**src/rtl/sram_port_arbiter.sv**
```systemverilog
// Two-port arbiter in front of one SRAM controller: port 0 has fixed priority, reads return in order.
// Build option SRAM_PORT_ARBITER_STARVE_EN forces a port-1 grant after MAX_STARVE back-to-back port-0 wins.
module sram_port_arbiter #(
  parameter int ADDR_BITS  = 20,
  parameter int DATA_BITS  = 16,
  parameter int RD_DEPTH   = 4,
  parameter int MAX_STARVE = 8
) (
  input  logic                 clk,
  input  logic                 reset_n,

  input  logic                 s0_valid,
  output logic                 s0_ready,
  input  logic                 s0_we,
  input  logic [ADDR_BITS-1:0] s0_addr,
  input  logic [DATA_BITS-1:0] s0_wdata,
  output logic                 s0_rvalid,
  output logic [DATA_BITS-1:0] s0_rdata,

  input  logic                 s1_valid,
  output logic                 s1_ready,
  input  logic                 s1_we,
  input  logic [ADDR_BITS-1:0] s1_addr,
  input  logic [DATA_BITS-1:0] s1_wdata,
  output logic                 s1_rvalid,
  output logic [DATA_BITS-1:0] s1_rdata,

  output logic                 m_valid,
  input  logic                 m_ready,
  output logic                 m_we,
  output logic [ADDR_BITS-1:0] m_addr,
  output logic [DATA_BITS-1:0] m_wdata,
  input  logic                 m_rvalid,
  input  logic [DATA_BITS-1:0] m_rdata,

  output logic                 rsp_err
);

  // Handshake: a transfer happens on a rising edge where valid && ready are both high; once
  // valid is raised its payload stays stable until that edge, and ready never waits on the
  // partner's valid except through the port-0/port-1 winner selection.

  localparam int PTR_W = $clog2(RD_DEPTH);
  localparam int CNT_W = PTR_W + 1;
  localparam logic [CNT_W-1:0] FIFO_FULL_CNT = CNT_W'(RD_DEPTH);

  logic                 slot_free;
  logic                 fifo_full;
  logic                 fifo_empty;
  logic                 elig0;
  logic                 elig1;
  logic                 win0;
  logic                 win1;
  logic                 p1_forced;
  logic                 acc0;
  logic                 acc1;
  logic                 acc_any;
  logic                 acc_we;
  logic [ADDR_BITS-1:0] acc_addr;
  logic [DATA_BITS-1:0] acc_wdata;

  logic                 push;
  logic                 pop;
  logic                 push_id;
  logic                 head_id;
  logic                 id_mem [RD_DEPTH];
  logic [PTR_W-1:0]     wr_ptr;
  logic [PTR_W-1:0]     rd_ptr;
  logic [CNT_W-1:0]     rd_count;

  // ---------------------------------------------------------------------------
  // Arbitration
  // ---------------------------------------------------------------------------
  assign slot_free  = !m_valid || m_ready;
  assign fifo_full  = (rd_count == FIFO_FULL_CNT);
  assign fifo_empty = (rd_count == '0);

  // A read is only eligible while an ID slot is free; writes never wait on the FIFO.
  assign elig0 = s0_valid && (s0_we || !fifo_full);
  assign elig1 = s1_valid && (s1_we || !fifo_full);

  always_comb begin
    win0 = elig0 && !p1_forced;
    win1 = elig1 && !win0;
  end

  // Ready is held low while reset is asserted so every output reads 0 immediately.
  assign s0_ready = reset_n && slot_free && win0;
  assign s1_ready = reset_n && slot_free && win1;

  assign acc0    = s0_valid && s0_ready;
  assign acc1    = s1_valid && s1_ready;
  assign acc_any = acc0 || acc1;

  always_comb begin
    acc_we    = s0_we;
    acc_addr  = s0_addr;
    acc_wdata = s0_wdata;
    if (acc1) begin
      acc_we    = s1_we;
      acc_addr  = s1_addr;
      acc_wdata = s1_wdata;
    end
  end

`ifdef SRAM_PORT_ARBITER_STARVE_EN
  localparam int STARVE_W = $clog2(MAX_STARVE + 1);
  localparam logic [STARVE_W-1:0] STARVE_LIMIT = STARVE_W'(MAX_STARVE);

  logic [STARVE_W-1:0] starve_cnt;

  assign p1_forced = elig1 && (starve_cnt == STARVE_LIMIT);

  // Counts port-0 wins that port 1 sat through; any pause in port-1 demand forgives the debt.
  always_ff @(posedge clk or negedge reset_n) begin
    if (!reset_n) begin
      starve_cnt <= '0;
    end else if (!elig1 || acc1) begin
      starve_cnt <= '0;
    end else if (acc0 && (starve_cnt != STARVE_LIMIT)) begin
      starve_cnt <= starve_cnt + 1'b1;
    end
  end
`else
  logic [31:0] unused_starve_cfg;

  assign p1_forced         = 1'b0;
  assign unused_starve_cfg = MAX_STARVE;
`endif

  // ---------------------------------------------------------------------------
  // Command slot
  // ---------------------------------------------------------------------------
  always_ff @(posedge clk or negedge reset_n) begin
    if (!reset_n) begin
      m_valid <= 1'b0;
      m_we    <= 1'b0;
      m_addr  <= '0;
      m_wdata <= '0;
    end else if (slot_free) begin
      m_valid <= acc_any;
      if (acc_any) begin
        m_we    <= acc_we;
        m_addr  <= acc_addr;
        m_wdata <= acc_wdata;
      end
    end
  end

  // ---------------------------------------------------------------------------
  // Read ID FIFO: pushed at accept so the order matches the command stream downstream
  // ---------------------------------------------------------------------------
  assign push    = (acc0 && !s0_we) || (acc1 && !s1_we);
  assign push_id = acc1;
  assign pop     = m_rvalid && !fifo_empty;
  assign head_id = id_mem[rd_ptr];

  always_ff @(posedge clk) begin
    if (push) begin
      id_mem[wr_ptr] <= push_id;
    end
  end

  always_ff @(posedge clk or negedge reset_n) begin
    if (!reset_n) begin
      wr_ptr   <= '0;
      rd_ptr   <= '0;
      rd_count <= '0;
    end else begin
      if (push) begin
        wr_ptr <= wr_ptr + 1'b1;
      end
      if (pop) begin
        rd_ptr <= rd_ptr + 1'b1;
      end
      unique case ({push, pop})
        2'b10:   rd_count <= rd_count + 1'b1;
        2'b01:   rd_count <= rd_count - 1'b1;
        default: rd_count <= rd_count;
      endcase
    end
  end

  // ---------------------------------------------------------------------------
  // Response routing
  // ---------------------------------------------------------------------------
  always_ff @(posedge clk or negedge reset_n) begin
    if (!reset_n) begin
      s0_rvalid <= 1'b0;
      s1_rvalid <= 1'b0;
      s0_rdata  <= '0;
      s1_rdata  <= '0;
      rsp_err   <= 1'b0;
    end else begin
      s0_rvalid <= pop && !head_id;
      s1_rvalid <= pop && head_id;
      if (pop && !head_id) begin
        s0_rdata <= m_rdata;
      end
      if (pop && head_id) begin
        s1_rdata <= m_rdata;
      end
      // Data with no matching request is dropped; the flag stays up until reset.
      if (m_rvalid && fifo_empty) begin
        rsp_err <= 1'b1;
      end
    end
  end

endmodule

```
**config.mk**
```make
export PLATFORM = sky130hd
export DESIGN_NAME = sram_port_arbiter
export DESIGN_NICKNAME = d
export VERILOG_FILES = /design/src/rtl/sram_port_arbiter.sv
export SDC_FILE = /design/constraint.sdc
export NUM_CORES = 1
export LEC_CHECK = 0
export CAP_MARGIN = 20
export CORE_AREA = 2 2 99 111
export DETAILED_ROUTE_END_ITERATION = 10
export DIE_AREA = 0 0 101 113
export GPL_TIMING_DRIVEN = 0
export PLACE_DENSITY_LB_ADDON = 0.15
export SLEW_MARGIN = 20
export SYNTH_ARGS = -nofsm -noshare
export SYNTH_HDL_FRONTEND = slang
export SYNTH_SLANG_ARGS = --single-unit
```
**constraint.sdc**
```tcl
create_clock -name clk -period 2.25 [get_ports clk]
set_clock_uncertainty 0.05 [all_clocks]
set_input_delay 0.45 -clock clk [delete_from_list [all_inputs] [get_ports clk]]
set_output_delay 0.45 -clock clk [all_outputs]
set_load 0.005 [all_outputs]
```
# After elaboration in Yosys (flattened, before gate mapping)
# Memory sizes are Yosys's and may differ from the RTL's.
# Index checks and enable logic that the tools add are counted.
# word_totals
reg_bits	80
mem_bits_rw	4
input_bits	96
output_inout_bits	75
memories	1
# op_classes
addsub	4
eq_ne	3
mux	6
n_reduce_logical	29
# memory_table
memory	depth	word_bits	read_ports	rd_clocked_by_memory_dff	write_ports	line_no	rtl
id_mem	4	1	1	0	1	66	logic id_mem [RD_DEPTH];
# op_table
cell	n
20-bit 2-to-1 mux	1
16-bit 2-to-1 mux	1
1-bit logical AND	14
1-bit zero test	7
3-bit one-hot mux with 2 select lines	1
1-bit logical OR	5
2-bit by 1-bit adder with 2-bit output, second input constant	2
3-bit by 1-bit adder with 3-bit output, second input constant	1
3-bit == test, second input constant	1
3-bit zero test	1
1-bit 2-to-1 mux	3
3-bit by 1-bit subtractor with 3-bit output, second input constant	1
2-bit by 1-bit == test with 1-bit output, second input constant	1
2-bit == test, second input constant	1
2-bit AND reduction	1
2-bit nonzero test	1

# Longest topological paths before layout
# logic_depth
word_depth	12
depth_mapped	10
depth_no_buf	10

# Least setup slack after synthesis
# Ideal clock, no wire load.
# synth_path
path_type	register -> register
from	reg rd_count[0]
to	reg rd_count[2]
setup_ns	0.079
arrival_time_ns	2.030
required_ns	2.121
slack_ns	0.091
stages_incl_launch_ff	11
path_buffers	0
period_less_slack_ns	2.159
cell_sequence	dfrtp_1 > or3b_1 > o21ai_0 > a211oi_2 > inv_1 > ha_1 > inv_1 > fa_1 > xor2_1 > nor2_1 > xor2_1
# synth_via
elab_chain_cells	12
elab_cells_between_ends	24
classes_between	add/sub (2); eq/ne (3); mux (1); reduce/logical (18)
# synth_rtl
element	line_no	rtl
from (decl)	69	logic [CNT_W-1:0] rd_count;
from (signal assigned)	177	2'b10: rd_count <= rd_count + 1'b1;
from (signal assigned)	178	2'b01: rd_count <= rd_count - 1'b1;
from (signal assigned)	179	default: rd_count <= rd_count;
3-bit == test	75	assign fifo_full = (rd_count == FIFO_FULL_CNT);
1-bit zero test	79, 80	
1-bit logical OR	79	assign elig0 = s0_valid && (s0_we || !fifo_full);
1-bit logical AND	79	
1-bit zero test	84	win1 = elig1 && !win0;
1-bit logical AND	84	
1-bit logical AND	89	assign s1_ready = reset_n && slot_free && win1;
1-bit logical AND	92	assign acc1 = s1_valid && s1_ready;
1-bit logical AND	153	assign push = (acc0 && !s0_we) || (acc1 && !s1_we);
1-bit logical OR	153	
2-bit by 1-bit == test with 1-bit output or 2-bit == test (tied branches)	176	unique case ({push, pop})
3-bit one-hot mux with 2 select lines or 2-bit nonzero test (tied branches)	--	
# Several ways; a longest one is shown, not always the timed one.
# A chain may end at the register's enable or synchronous reset.

# Worst setup path after layout
# layout_path
from	reg rd_count[0]
to	out s1_ready
# layout_via
elab_chain_cells	7
elab_cells_between_ends	9
classes_between	eq/ne (1); reduce/logical (8)
# layout_rtl
element	line_no	rtl
3-bit == test (*)	75	
1-bit zero test (*)	79, 80	
1-bit logical OR	79	
1-bit logical AND	79	
1-bit zero test	84	
1-bit logical AND (*)	84	
1-bit logical AND (*)	89	
to (decl)	21	output logic s1_ready,
# Mark *: on every way between the ends. The rest lies on a longest branch, timed or not.

==> flow_summary.ini <==
[routing]
antenna_left = 0
drt-initial-drc-count = 76
vias = 2868
routed_wl_mm = 9.83
route.detailed.drc = 0
via_per_inst = 4.94
wl_per_cell_um = 16.9
first_pass_iters = 4

[run]
maxCapViolCount = 0

[power]
p_switching_mw = 1.90
switching_share_pct = 27.4
vdd_drop_max_v = 0.000544
power_density_nw_per_um2 = 1130
combinationalPowerShare_pct = 41.8
p_clk_share_pct = 23.0
p_int_mw = 5.01
p_seq_share_pct = 35.2
leakagePower_nw = 2.51

[place]
gp_congestion = 0.727
dp_hpwl_mm = 7.05
dp_slack_ns = -0.859
dpl.cell_count = 553
port_buffers = 170
placed_area_um2 = 5590

[clock_tree]
cts_num_sinks = 84
cts_buffer_depth = 2
clk_latency_ns = 0.32
cts_tree = yes
clk_pin_slew_ns = 0.06
cts_inserted_buffers = 9
cts_root_buf = clkbuf_16
htreeDepth = 3

[yosys]
syn_area_um2 = 3710
yosys_warnings = 0
synth_ff_type = dfrtp_1
synth_edf_count = 4
synth_seq_cells = 84
synthCells = 259
avgSynthCellArea_um2 = 14.3
ys_seq_area_share_pct = 57.2
synth_fp_nets = 361
synthArstFlopShare_pct = 95.2
synth_cell_types = 38

[global_routing]
grt_overflow = 0
grt_pass1_vias = 3026
grtUsageTotal_pct = 17.7
grt_max_degree = 33
grt_pass1_wl_mm = 15.7
antenna_found_initial = 0

[critical_path]
path_class = reg2out
critPathRequiredTime_ns = 1.75
cp-start-kind = flop
arrival_ns = 1.70
crit_fanout = 4
r2r-start = rd_count[1]
end_kind = primary output
startpoint = rd_count[0]

[timing]
finalCritPeriodShare_pct = 97.7
fin_ws_ns = 0.0523
max-slew-margin-rel_pct = 54.3
setup_viol = 0
max_clock_freq_mhz = 455
rsz0062_at_grt = true
hold_viol = 0
timing_worst_slew_pin_value_ns = 0.686
setup_tns_ns = 0
drv_slew = 0
post-route-min-period_ns = 2.20

[floorplanning]
start_util_pct = 36.2
placeableCoreArea_um2 = 10200
die_area_um2 = 11400
num_rows = 39
ios = 171
die_x_um = 101
die_h_um = 113

[layout]
nets = 555
post-route-util_pct = 59.9
postLayoutCellArea_um2 = 6130
diodes = 0
finalNonFillerCells = 581
n_fill_cell = 864
drive_gt1_share_pct = 24.2
syn_to_final_growth_pct = 65.4
final_common_cell = clkdlybuf4s50_1
final_cell_mix = clkdlybuf4s50_1, dfrtp_1, o22ai_1, mux2_2

[status]
status = complete, no violations

[hold_path]
hold_class = in2async
-- cells in the mapped netlist (3+ instances only) --
master | count | share of area (%)
dfrtp_1 | 80 | 54
o22ai_1 | 36 | 6.1
mux2_2 | 29 | 8.8
a2bb2oi_1 | 18 | 4.3
a2bb2oi_2 | 18 | 7.3
inv_1 | 9 | 0.91
buf_6 | 8 | 2.4
and2_1 | 5 | 0.84
ha_1 | 5 | 1.7
edfxtp_1 | 4 | 3.2
mux2_1 | 4 | 1.2
nand2_1 | 4 | 0.40
nor2_1 | 4 | 0.40
xnor2_1 | 4 | 0.94
buf_2 | 3 | 0.40
clkbuf_1 | 3 | 0.30
-- kinds of logic (layout without fill, tap and decap cells) --
group | after synthesis | in the layout | share of synthesized area (%)
xor gates and xnor gates | 6 | 6 | 1.42
and+or+nand+nor | 22 | 22 | 4.18
muxes | 35 | 35 | 10.9
buffers and inverters | 26 | 225 | 4.55
AOI/OAI and AO/OA | 80 | 80 | 19.5
adders and majority gates | 6 | 6 | 2.23
DFF | 84 | 84 | 57.2
-- power groups by stage --
stage / combinational (mW) / clock, mW / sequential [mW]
2_1_floorplan: 1.21 / 0 / 2.49
3_3_place_gp: 2.72 / 0 / 2.45
3_5_place_dp: 2.77 / 0 / 2.47
4_1_cts: 2.94 / 1.63 / 2.44
5_1_grt: 3.11 / 1.71 / 2.51
6_report: 2.89 / 1.59 / 2.43
-- critical path: stages (launching register included) --
cell and delay, ns:
dfrtp_2 0.43, or4b_4 0.57, o211ai_4 0.10, buf_6 0.13, nor2_2 0.03, buf_2 0.12
-- routing by layer --
layer	up-vias	GRT usage, %	wire length (µm)
met1	1399	23.0	4190
met2	88	29.3	4930
met3	14	3.21	507
met4	0	7.03	205
li1	1367	-	-
met5	-	0	0
-- final timing paths --
check,to,slack (ns),depth (start not counted)
max,s1_ready,0.05,5
min,m_we,0.02,2
max reg2reg,rd_count[2],0.08,10
min reg2reg,rsp_err,0.41,1
max in group asynchronous,m_addr[12],1.84,2
min in group clk,rsp_err,0.41,1
-- registers in the layout, indices dropped and copies added, names as in the netlist --
signal	cells
id_mem	4
m_addr	20
m_valid	1
m_wdata	16
m_we	1
rd_count	3
rd_ptr	2
rsp_err	1
s0_rdata	16
s0_rvalid	1
s1_rdata	16
s1_rvalid	1
wr_ptr	2
-- metrics by stage --
stage	hold WS, ns	power [mW]
after floorplan	0.104	3.70
after global placement	0.393	5.18
after detailed placement	0.384	5.23
after CTS	0.0155	7.01
after global routing	0.0154	7.34
final	0.0186	6.91
-- cell type report --
type | instances | area, µm² | share of cell area (%)
plain buffers | 16 | 131 | 2.14
clock buffers | 11 | 243 | 3.96
clock inverters | 5 | 85.1 | 1.39
inverters | 9 | 33.8 | 0.551
multi-input cells | 149 | 1500 | 24.5
flip-flops and latches | 84 | 2120 | 34.6
well taps | 123 | 154 | 2.51
repair buffers | 184 | 1860 | 30.3
-- timing repair --
action / 4_1_cts / 5_1_grt
setup endpoints to repair: 12 / 7
pin swaps: 6 / 6
setup buffers: 10 / 1
hold buffers: 1 / 0
endpoints found under the hold margin: 32 / 0
gates resized for setup: 28 / 8
cloned: 1 / 0
No activity file was read; power rests on OpenSTA's default activity.
